<file path="src/rtl/seg7_fade_driver_pkg.sv">
// Shared definitions for the faded 7-segment display stage: FSM encoding,
// BCD range and segment bit positions.
package seg7_fade_driver_pkg;

  typedef enum logic [1:0] {
    SHOW     = 2'd0,
    FADE_OUT = 2'd1,
    FADE_IN  = 2'd2
  } state_e;

  localparam logic [3:0] BCD_MAX = 4'd9;

  // Segment vector order is {g,f,e,d,c,b,a}
  localparam int SEG_A = 0;
  localparam int SEG_B = 1;
  localparam int SEG_C = 2;
  localparam int SEG_D = 3;
  localparam int SEG_E = 4;
  localparam int SEG_F = 5;
  localparam int SEG_G = 6;

  localparam logic [6:0] SEG_OFF = 7'h00;

  function automatic logic bcd_valid(input logic [3:0] digit);
    return digit <= BCD_MAX;
  endfunction

endpackage

</file>
<file path="src/rtl/seg7_fade_driver_seg7.sv">
// BCD to 7-segment decoder, active-high segments {g,f,e,d,c,b,a};
// codes above 9 decode to blank.
module seg7_fade_driver_seg7
  import seg7_fade_driver_pkg::*;
(
  input  logic [3:0] counter,
  output logic [6:0] segments
);

  always_comb begin
    segments = SEG_OFF;
    case (counter)
      4'd0: segments = 7'h3F;
      4'd1: segments = 7'h06;
      4'd2: segments = 7'h5B;
      4'd3: segments = 7'h4F;
      4'd4: segments = 7'h66;
      4'd5: segments = 7'h6D;
      4'd6: segments = 7'h7D;
      4'd7: segments = 7'h07;
      4'd8: segments = 7'h7F;
      4'd9: segments = 7'h6F;
      default: segments = SEG_OFF;
    endcase
  end

endmodule

</file>
<file path="src/rtl/seg7_fade_driver.sv">
// Display stage: accepts BCD digits over valid/ready, PWM-dims the segments and
// cross-fades (out, swap, in) whenever the shown digit changes.
module seg7_fade_driver
  import seg7_fade_driver_pkg::*;
#(
  parameter int          PWM_BITS = 4,
  parameter logic [23:0] FADE_DIV = 24'd2048
) (
  input  logic                clk,
  input  logic                rst_n,
  input  logic                ena,
  input  logic                in_valid,
  output logic                in_ready,
  input  logic [3:0]          in_digit,
  input  logic [PWM_BITS-1:0] brightness,
  output logic [6:0]          segments,
  output logic                fading
);

  localparam logic [PWM_BITS-1:0] PWM_LAST  = PWM_BITS'((1 << PWM_BITS) - 2);
  localparam logic [23:0]         FADE_LAST = FADE_DIV - 24'd1;

  state_e                state_q, state_d;
  logic [3:0]            shown_q, shown_d;
  logic [3:0]            pending_q, pending_d;
  logic [PWM_BITS-1:0]   level_q, level_d;
  logic [PWM_BITS-1:0]   pwm_cnt_q;
  logic [23:0]           timer_q, timer_d;
  logic [6:0]            segments_q;
  logic [6:0]            seg_raw;
  logic                  accept;
  logic                  timer_done;

  seg7_fade_driver_seg7 u_seg7 (
    .counter  (shown_q),
    .segments (seg_raw)
  );

  // rst_n gates ready so nothing is offered while the block is held in reset
  assign in_ready   = ena && rst_n && (state_q == SHOW);
  assign accept     = in_valid && in_ready;
  assign timer_done = (timer_q == FADE_LAST);
  assign fading     = (state_q != SHOW);
  assign segments   = segments_q;

  always_comb begin
    state_d   = state_q;
    shown_d   = shown_q;
    pending_d = pending_q;
    level_d   = level_q;
    timer_d   = timer_q;
    if (ena) begin
      case (state_q)
        SHOW: begin
          level_d = brightness;
          if (accept && (in_digit != shown_q)) begin
            pending_d = in_digit;
            timer_d   = '0;
            state_d   = FADE_OUT;
          end
        end
        FADE_OUT: begin
          if (level_q == '0) begin
            shown_d = pending_q;
            timer_d = '0;
            state_d = FADE_IN;
          end else if (timer_done) begin
            timer_d = '0;
            level_d = level_q - PWM_BITS'(1);
          end else begin
            timer_d = timer_q + 24'd1;
          end
        end
        FADE_IN: begin
          // >= also catches a brightness lowered mid-fade and clamps to it
          if (level_q >= brightness) begin
            level_d = brightness;
            state_d = SHOW;
          end else if (timer_done) begin
            timer_d = '0;
            level_d = level_q + PWM_BITS'(1);
          end else begin
            timer_d = timer_q + 24'd1;
          end
        end
        default: state_d = SHOW;
      endcase
    end
  end

  always_ff @(posedge clk or negedge rst_n) begin
    if (!rst_n) begin
      state_q   <= SHOW;
      shown_q   <= 4'd0;
      pending_q <= 4'd0;
      level_q   <= '0;
      timer_q   <= '0;
    end else begin
      state_q   <= state_d;
      shown_q   <= shown_d;
      pending_q <= pending_d;
      level_q   <= level_d;
      timer_q   <= timer_d;
    end
  end

  always_ff @(posedge clk or negedge rst_n) begin
    if (!rst_n) begin
      pwm_cnt_q <= '0;
    end else if (ena) begin
      pwm_cnt_q <= (pwm_cnt_q == PWM_LAST) ? '0 : pwm_cnt_q + PWM_BITS'(1);
    end
  end

  always_ff @(posedge clk or negedge rst_n) begin
    if (!rst_n) begin
      segments_q <= SEG_OFF;
    end else begin
      segments_q <= (bcd_valid(shown_q) && (pwm_cnt_q < level_q)) ? seg_raw : SEG_OFF;
    end
  end

endmodule

</file>
<file path="config.mk">
export PLATFORM = sky130hd
export DESIGN_NAME = seg7_fade_driver
export DESIGN_NICKNAME = d
export VERILOG_FILES = /design/src/rtl/seg7_fade_driver_pkg.sv /design/src/rtl/seg7_fade_driver_seg7.sv /design/src/rtl/seg7_fade_driver.sv
export SDC_FILE = /design/constraint.sdc
export NUM_CORES = 1
export LEC_CHECK = 0
export CORE_MARGIN = 3
export CORE_UTILIZATION = 45
export DETAILED_ROUTE_END_ITERATION = 12
export GPL_ROUTABILITY_DRIVEN = 0
export GPL_TIMING_DRIVEN = 1
export PLACE_DENSITY_LB_ADDON = 0.15
export SYNTH_ARGS = -nofsm -noshare
export SYNTH_HDL_FRONTEND = slang
export SYNTH_SLANG_ARGS = --single-unit
</file>
<file path="constraint.sdc">
create_clock -name clk -period 2.1 [get_ports clk]
set_input_delay 0.42 -clock clk [delete_from_list [all_inputs] [get_ports clk]]
set_output_delay 0.42 -clock clk [all_outputs]
set_load 0.01 [all_outputs]
</file>
======== Word level (Yosys, flattened, before mapping) ========
Memory sizes are Yosys's and may differ from the RTL's.
Cells that the tools add are included.
operators by class
  add/subtract/negate cells ............... 4
  order comparisons ....................... 3
  equal/unequal tests ..................... 12
  mux-type cells .......................... 16
  reduce and logical (&&, ||, !) cells .... 14
operators with widths
  operator               count
  $mux 24                4
  $pmux 24 s3            1
  $add 24x1->24 const B  1
  $eq 24x11->1 const B   1
  $mux 4                 5
  $pmux 4 s3             1
  $ne 2x2->1 const B     5
  $add 4x1->4 const B    2
  $reduce_and 4->1       2
  $mux 7                 1
  $mux 2                 3
  $pmux 2 s3             1
  $reduce_and 3->1       2
  $logic_and 1x1->1      5
  $reduce_and 5->1       1
  $eq 4x4->1 const B     1
  $ge 4x4->1             1
  $le 4x4->1 const B     1
  $logic_not 4->1        1
  $lt 4x4->1             1
  $ne 4x4->1             1
  $sub 4x1->4 const B    1
  $ne 3x3->1 const B     1
  $reduce_bool 3->1      1
  other kinds (5)        5
storage, ports and cells
  register bits after elaboration ......... 49
  bits in read-only memories .............. 112
  input bits .............................. 12
  word-level logic and storage cells ...... 57
  memories ................................ 1
memory list
  memory            words  bits a word  rd ports  clocked after Yosys merged registers in  write ports  RTL line                     source
  (name not given)  16     7            1         0                                        0            seg7_fade_driver_seg7.sv:12  case (counter)

======== Logic depth before layout (Yosys ltp) ========
  depth in word-level cells ............... 6
  gate-level depth with buffers ........... 9

======== Modules after synthesis ========
Synthesis repeated with hierarchy kept, for this count alone.
unflattened totals
  cell total of the unflattened synthesis .. 328
  area, all modules ....................... 3,081.7 sq um
modules (own cells, without submodules)
  module                 times used  cells each  area an instance (sq um)  sequential area each (sq um)
  seg7_fade_driver       1           300         2,862.7                   1,226.2
  seg7_fade_driver_seg7  1           28          219.0                     0.0

======== Least setup slack after synthesis ========
Ideal clock, no wire load.
  path kind ............................... flip-flop to flip-flop
  start point ............................. register level_q[0]
  end point ............................... register timer_q[11]
  data arrival time ....................... 1.950 ns
  data required time ...................... 1.973 ns
  path slack .............................. 0.023 ns
  cell stages (with the launch flop) ...... 9
  clock period less this slack ............ 2.077 ns
  cell sequence ........................... dfrtp_1 inv_1 ha_1 or3b_2 a21oi_1 a211oi_4 buf_2 a21oi_1 mux2i_1
between the ends
  longest elaborated chain between the ends .. 3
RTL lines
  what                                                       RTL line                                        source
  from (decl)                                                seg7_fade_driver.sv:26                          logic [PWM_BITS-1:0] level_q, level_d;
  from (signal assigned)                                     seg7_fade_driver.sv:102                         level_q <= level_d;
  $ge 4x4->1 or $logic_not 4->1 (tied branches)              seg7_fade_driver.sv:76, seg7_fade_driver.sv:63
  $ne 2x2->1 (no line) or $mux 24 (tied branches)            n/a
  $reduce_and 4->1 (no line) or $pmux 24 s3 (tied branches)  n/a
  to (signal assigned)                                       seg7_fade_driver.sv:103                         timer_q <= timer_d;
  to (decl)                                                  seg7_fade_driver.sv:28                          logic [23:0] timer_q, timer_d;
Several ways; a longest one is shown, not always the timed one.
A chain may end at the register's enable or synchronous reset.

======== Worst setup path after layout ========
  start point ............................. register level_q[3]
  end point ............................... register timer_q[15]
The elaborated chain is that of the path after synthesis.

==> impl_metrics.xml <==
<?xml version="1.0" encoding="UTF-8"?>
<metrics>
  <group name="run_status">
    <metric name="run_status" unit="">finished, final reports clean</metric>
  </group>
  <group name="pwr">
    <metric name="pwr_density_cell" unit="nW/um2">1280</metric>
    <metric name="switching_component_of_the_power" unit="W">0.00219</metric>
    <metric name="sequentialPowerShare" unit="">0.263</metric>
    <metric name="combinationalPowerShare" unit="">0.621</metric>
    <metric name="power.share.switching" unit="">0.411</metric>
    <metric name="cell_internal_pwr" unit="W">0.00314</metric>
    <metric name="clockPowerShare" unit="">0.116</metric>
    <metric name="static-leakage-power" unit="nW">1.79</metric>
    <metric name="irDropWorstVdd" unit="mV">0.749</metric>
  </group>
  <group name="setup_path">
    <metric name="crit_path_max_incr_delay" unit="ns">0.44</metric>
    <metric name="timing.critical_path.required" unit="ns">2.34</metric>
    <metric name="crit_family" unit="">compound AO/OA/AOI/OAI gates</metric>
    <metric name="worstPathMaxFanout" unit="">8</metric>
    <metric name="worstPathCellList" unit="">ha_1, o211ai_1, o21a_2, o221ai_4, clkbuf_16, a21oi_1, mux2i_1</metric>
    <metric name="crit_type" unit="">flip-flop to flip-flop</metric>
    <metric name="number_of_buffers_and_inverters_on_the_critical_path" unit="">1</metric>
    <metric name="worstSetupEndpointType" unit="">flip-flop</metric>
    <metric name="cp_max_stage_cell" unit="">sky130_fd_sc_hd__dfrtp_2</metric>
    <metric name="worstPathArrival" unit="ns">2.27</metric>
    <metric name="worst_setup_path_start_kind" unit="">flip-flop</metric>
  </group>
  <group name="floorplanning">
    <metric name="die_w" unit="um">90.4</metric>
    <metric name="core_area" unit="um2">6870</metric>
    <metric name="floorplan.initialDensity" unit="">0.467</metric>
    <metric name="ioPinCount" unit="">21</metric>
    <metric name="vertical_extent_of_the_die" unit="um">90.4</metric>
    <metric name="design.die.area" unit="um2">8170</metric>
    <metric name="floorplan.rows" unit="">30</metric>
  </group>
  <group name="placement">
    <metric name="placedCellCount" unit="">487</metric>
    <metric name="place_worst_setup_slack" unit="ns">-0.469</metric>
    <metric name="place.port_buffers" unit="">20</metric>
    <metric name="detailedPlacementHpwl" unit="mm">5.59</metric>
  </group>
  <group name="logic_synthesis">
    <metric name="syn-cell-area" unit="um2">3210</metric>
    <metric name="synth-seq-cells" unit="">49</metric>
    <metric name="mappedNetlistNets" unit="">371</metric>
    <metric name="synth_warnings" unit="">0</metric>
    <metric name="seq_area_frac_synth" unit="">0.382</metric>
    <metric name="synth.distinct_cells" unit="">60</metric>
    <metric name="syn_inst" unit="">337</metric>
    <metric name="synth_flop_cell" unit="">sky130_fd_sc_hd__dfrtp_1</metric>
    <metric name="synth_enable_flop_cells" unit="">0</metric>
    <metric name="synthArstFlopShare" unit="">1.00</metric>
    <metric name="avgSynthCellArea" unit="um2">9.52</metric>
  </group>
  <group name="timing">
    <metric name="timing.setup.tns" unit="ns">0</metric>
    <metric name="clock_skew" unit="ns">0.00934</metric>
    <metric name="worst_pin_slew" unit="ns">0.461</metric>
    <metric name="post-route-period-util" unit="">0.966</metric>
    <metric name="setup_viol" unit="">0</metric>
    <metric name="relSlewSlack" unit="">0.693</metric>
    <metric name="peak_freq" unit="MHz">493</metric>
    <metric name="report.final.slew_viol_count" unit="">0</metric>
    <metric name="final_period_minus_worst_setup_slack" unit="ns">2.03</metric>
    <metric name="final_critical_path_setup_slack" unit="ns">0.0716</metric>
    <metric name="timing_hold_violations_final" unit="">0</metric>
    <metric name="hold_ws" unit="ns">0.0910</metric>
  </group>
  <group name="clock_network">
    <metric name="clkSlewWorstSetupHoldPaths" unit="ns">0.10</metric>
    <metric name="cts_made_buffers" unit="">5</metric>
    <metric name="cts_num_sinks" unit="">49</metric>
    <metric name="h-tree-depth" unit="">2</metric>
    <metric name="clock_insertion_delay_worst_skew" unit="ns">0.31</metric>
    <metric name="tritoncts" unit="">done</metric>
    <metric name="cts_hold_buffers" unit="">0</metric>
    <metric name="ctsRootBufferMaster" unit="">sky130_fd_sc_hd__clkbuf_8</metric>
    <metric name="clock_path_buffers" unit="">2</metric>
  </group>
  <group name="global_routing">
    <metric name="track_usage" unit="">0.191</metric>
    <metric name="grt_remaining_overflow" unit="">0</metric>
    <metric name="grt_pass1_vias" unit="">2657</metric>
    <metric name="grt_max_degree" unit="">35</metric>
    <metric name="wire_length_of_the_first_global_routing_pass" unit="mm">13.1</metric>
    <metric name="number_of_antenna_violations_at_the_first_check_in_global_routing" unit="">0</metric>
  </group>
  <group name="finish">
    <metric name="finalNonFillerCells" unit="">503</metric>
    <metric name="finish.net_count" unit="">440</metric>
    <metric name="antenna_cells" unit="">0</metric>
    <metric name="synthToLayoutAreaGrowth" unit="%">29.7</metric>
    <metric name="drive_gt1_frac" unit="">0.251</metric>
    <metric name="nFillCells" unit="">615</metric>
  </group>
  <group name="flow_run">
    <metric name="max-cap-violations" unit="">0</metric>
  </group>
  <group name="route">
    <metric name="routed_via_density" unit="">5.62</metric>
    <metric name="drc" unit="">0</metric>
    <metric name="drtIter0Drc" unit="">226</metric>
    <metric name="pre_repair_dr_iteration_count" unit="">6</metric>
    <metric name="avgRoutedWirePerCell" unit="um">15.5</metric>
    <metric name="remaining_antenna_violation_count" unit="">0</metric>
    <metric name="total_number_of_vias" unit="">2827</metric>
    <metric name="route.final.wire_length" unit="mm">7.82</metric>
  </group>
  <group name="worst_hold_path">
    <metric name="hold_wc_path_type" unit="">primary input to asynchronous set/reset pin</metric>
  </group>
</metrics>
==> synthesized netlist by cell type, drive strengths merged (2+ instances only) <==
master | instances | area, um2
dfrtp | 49 | 1230
nand2 | 25 | 93.8
nand3 | 25 | 130
a21oi | 24 | 120
inv | 24 | 90.1
ha | 22 | 275
o21ai | 20 | 104
mux2i | 18 | 180
nand4 | 15 | 100
buf | 10 | 67.6
nor2 | 10 | 37.5
mux2 | 8 | 90.1
and3 | 6 | 37.5
nor3 | 6 | 35.0
and2 | 5 | 31.3
nor4 | 5 | 46.3
o21a | 5 | 37.5
or3 | 5 | 33.8
and4 | 4 | 35.0
nand2b | 4 | 25.0
o22ai | 4 | 25.0
xnor2 | 4 | 35.0
a221oi | 3 | 32.5
o211ai | 3 | 22.5
o41ai | 3 | 26.3
a211oi | 2 | 27.5
a21o | 2 | 15.0
a22o | 2 | 17.5
a22oi | 2 | 15.0
o221ai | 2 | 23.8
o31ai | 2 | 15.0
o32ai | 2 | 17.5
or2 | 2 | 12.5
==> cells by family after synthesis <==
kind of cell | Yosys count | synth area share
compound gates | 85 | 0.182
xor+xnor | 4 | 0.0109
fa+ha+maj | 22 | 0.0858
buf+inv | 35 | 0.0503
flops | 49 | 0.382
mux | 26 | 0.0843
simple gates | 116 | 0.204
==> cells in the final DEF (no fill, tap or decap), drive strengths merged, types with 3 or more instances in the layout <==
cell           instances
clkbuf                 7
o21a                   5
o21ai                 20
mux2i                 18
nor3                   6
nor2                  10
and2                   5
or3                    5
nand2                 25
and4                   4
and3                   6
buf                   53
nand2b                 4
inv                   24
o211ai                 3
a21oi                 24
dfrtp                 49
nand4                 15
nand3                 25
o41ai                  3
a221oi                 3
nor4                   5
o22ai                  4
xnor2                  4
clkdlybuf4s50         13
ha                    22
mux2                   8
dlymetal6s2s           4
==> layer usage <==
layer / global-route usage / vias to the layer above / part of all wire
met4: 0.0459 / 0 / 0.0095
met1: 0.291 / 1390 / 0.52
li1: - / 1392 / -
met3: 0.0242 / 6 / 0.021
met2: 0.287 / 39 / 0.45
met5: 0 / - / 0
==> sequential cells by signal, indices dropped and copies added (netlist names) <==
signal and flops:
timer_q 24, segments 7, level_q 4, pending_q 4
pwm_cnt_q 4, shown_q 4, state_q 2
==> power by group through the flow <==
stage / Sequential, W / Clock (W) / Combinational (W)
global placement: 0.00142 / 0 / 0.00277
finish: 0.00140 / 0.000618 / 0.00331
global route: 0.00144 / 0.000666 / 0.00362
CTS: 0.00140 / 0.000634 / 0.00299
floorplan: 0.00142 / 0 / 0.00172
detailed placement: 0.00142 / 0 / 0.00281
==> stage by stage <==
stage	util	total power (W)	cell area [um2]
after floorplan	-	0.00314	3210
after global placement	0.557	0.00419	3830
after detailed placement	0.557	0.00424	3830
after CTS	0.586	0.00503	4020
after global routing	0.605	0.00573	4160
final	0.605	0.00533	4160
==> cell type report <==
type	count	area, um2	area share
multi-input combinational	253	1940	0.466
sequential	49	1230	0.296
timing repair buffer	73	683	0.164
tap	96	120	0.0289
inverter	24	90.1	0.0217
clock buffer	6	82.6	0.0199
clock inverter	2	13.8	0.00331
==> path summary, 6_finish.rpt <==
check                      slack (ns)  depth (start not counted)                       end               startpoint
min reg2reg                      0.49                          1   timer_q[23]$_DFFE_PN0P_  timer_q[23]$_DFFE_PN0P_
min                              0.09                          2  pending_q[2]$_DFFE_PN0P_                    rst_n
max reg2reg                      0.07                          7   timer_q[15]$_DFFE_PN0P_   level_q[3]$_DFFE_PN0P_
min in group clk                 0.49                          1   timer_q[23]$_DFFE_PN0P_  timer_q[23]$_DFFE_PN0P_
max                              0.07                          7   timer_q[15]$_DFFE_PN0P_   level_q[3]$_DFFE_PN0P_
max in group asynchronous        1.56                          2    level_q[3]$_DFFE_PN0P_                    rst_n
==> what timing repair did <==
| action | CTS | global route |
|---|---|---|
| gates cloned | 0 | 1 |
| endpoints found under the setup margin | 29 | 32 |
| pin swaps | 4 | 5 |
| buffers inserted | 4 | 3 |
| resized for setup | 18 | 19 |
Note: power is estimated with default switching activity, not from simulation.
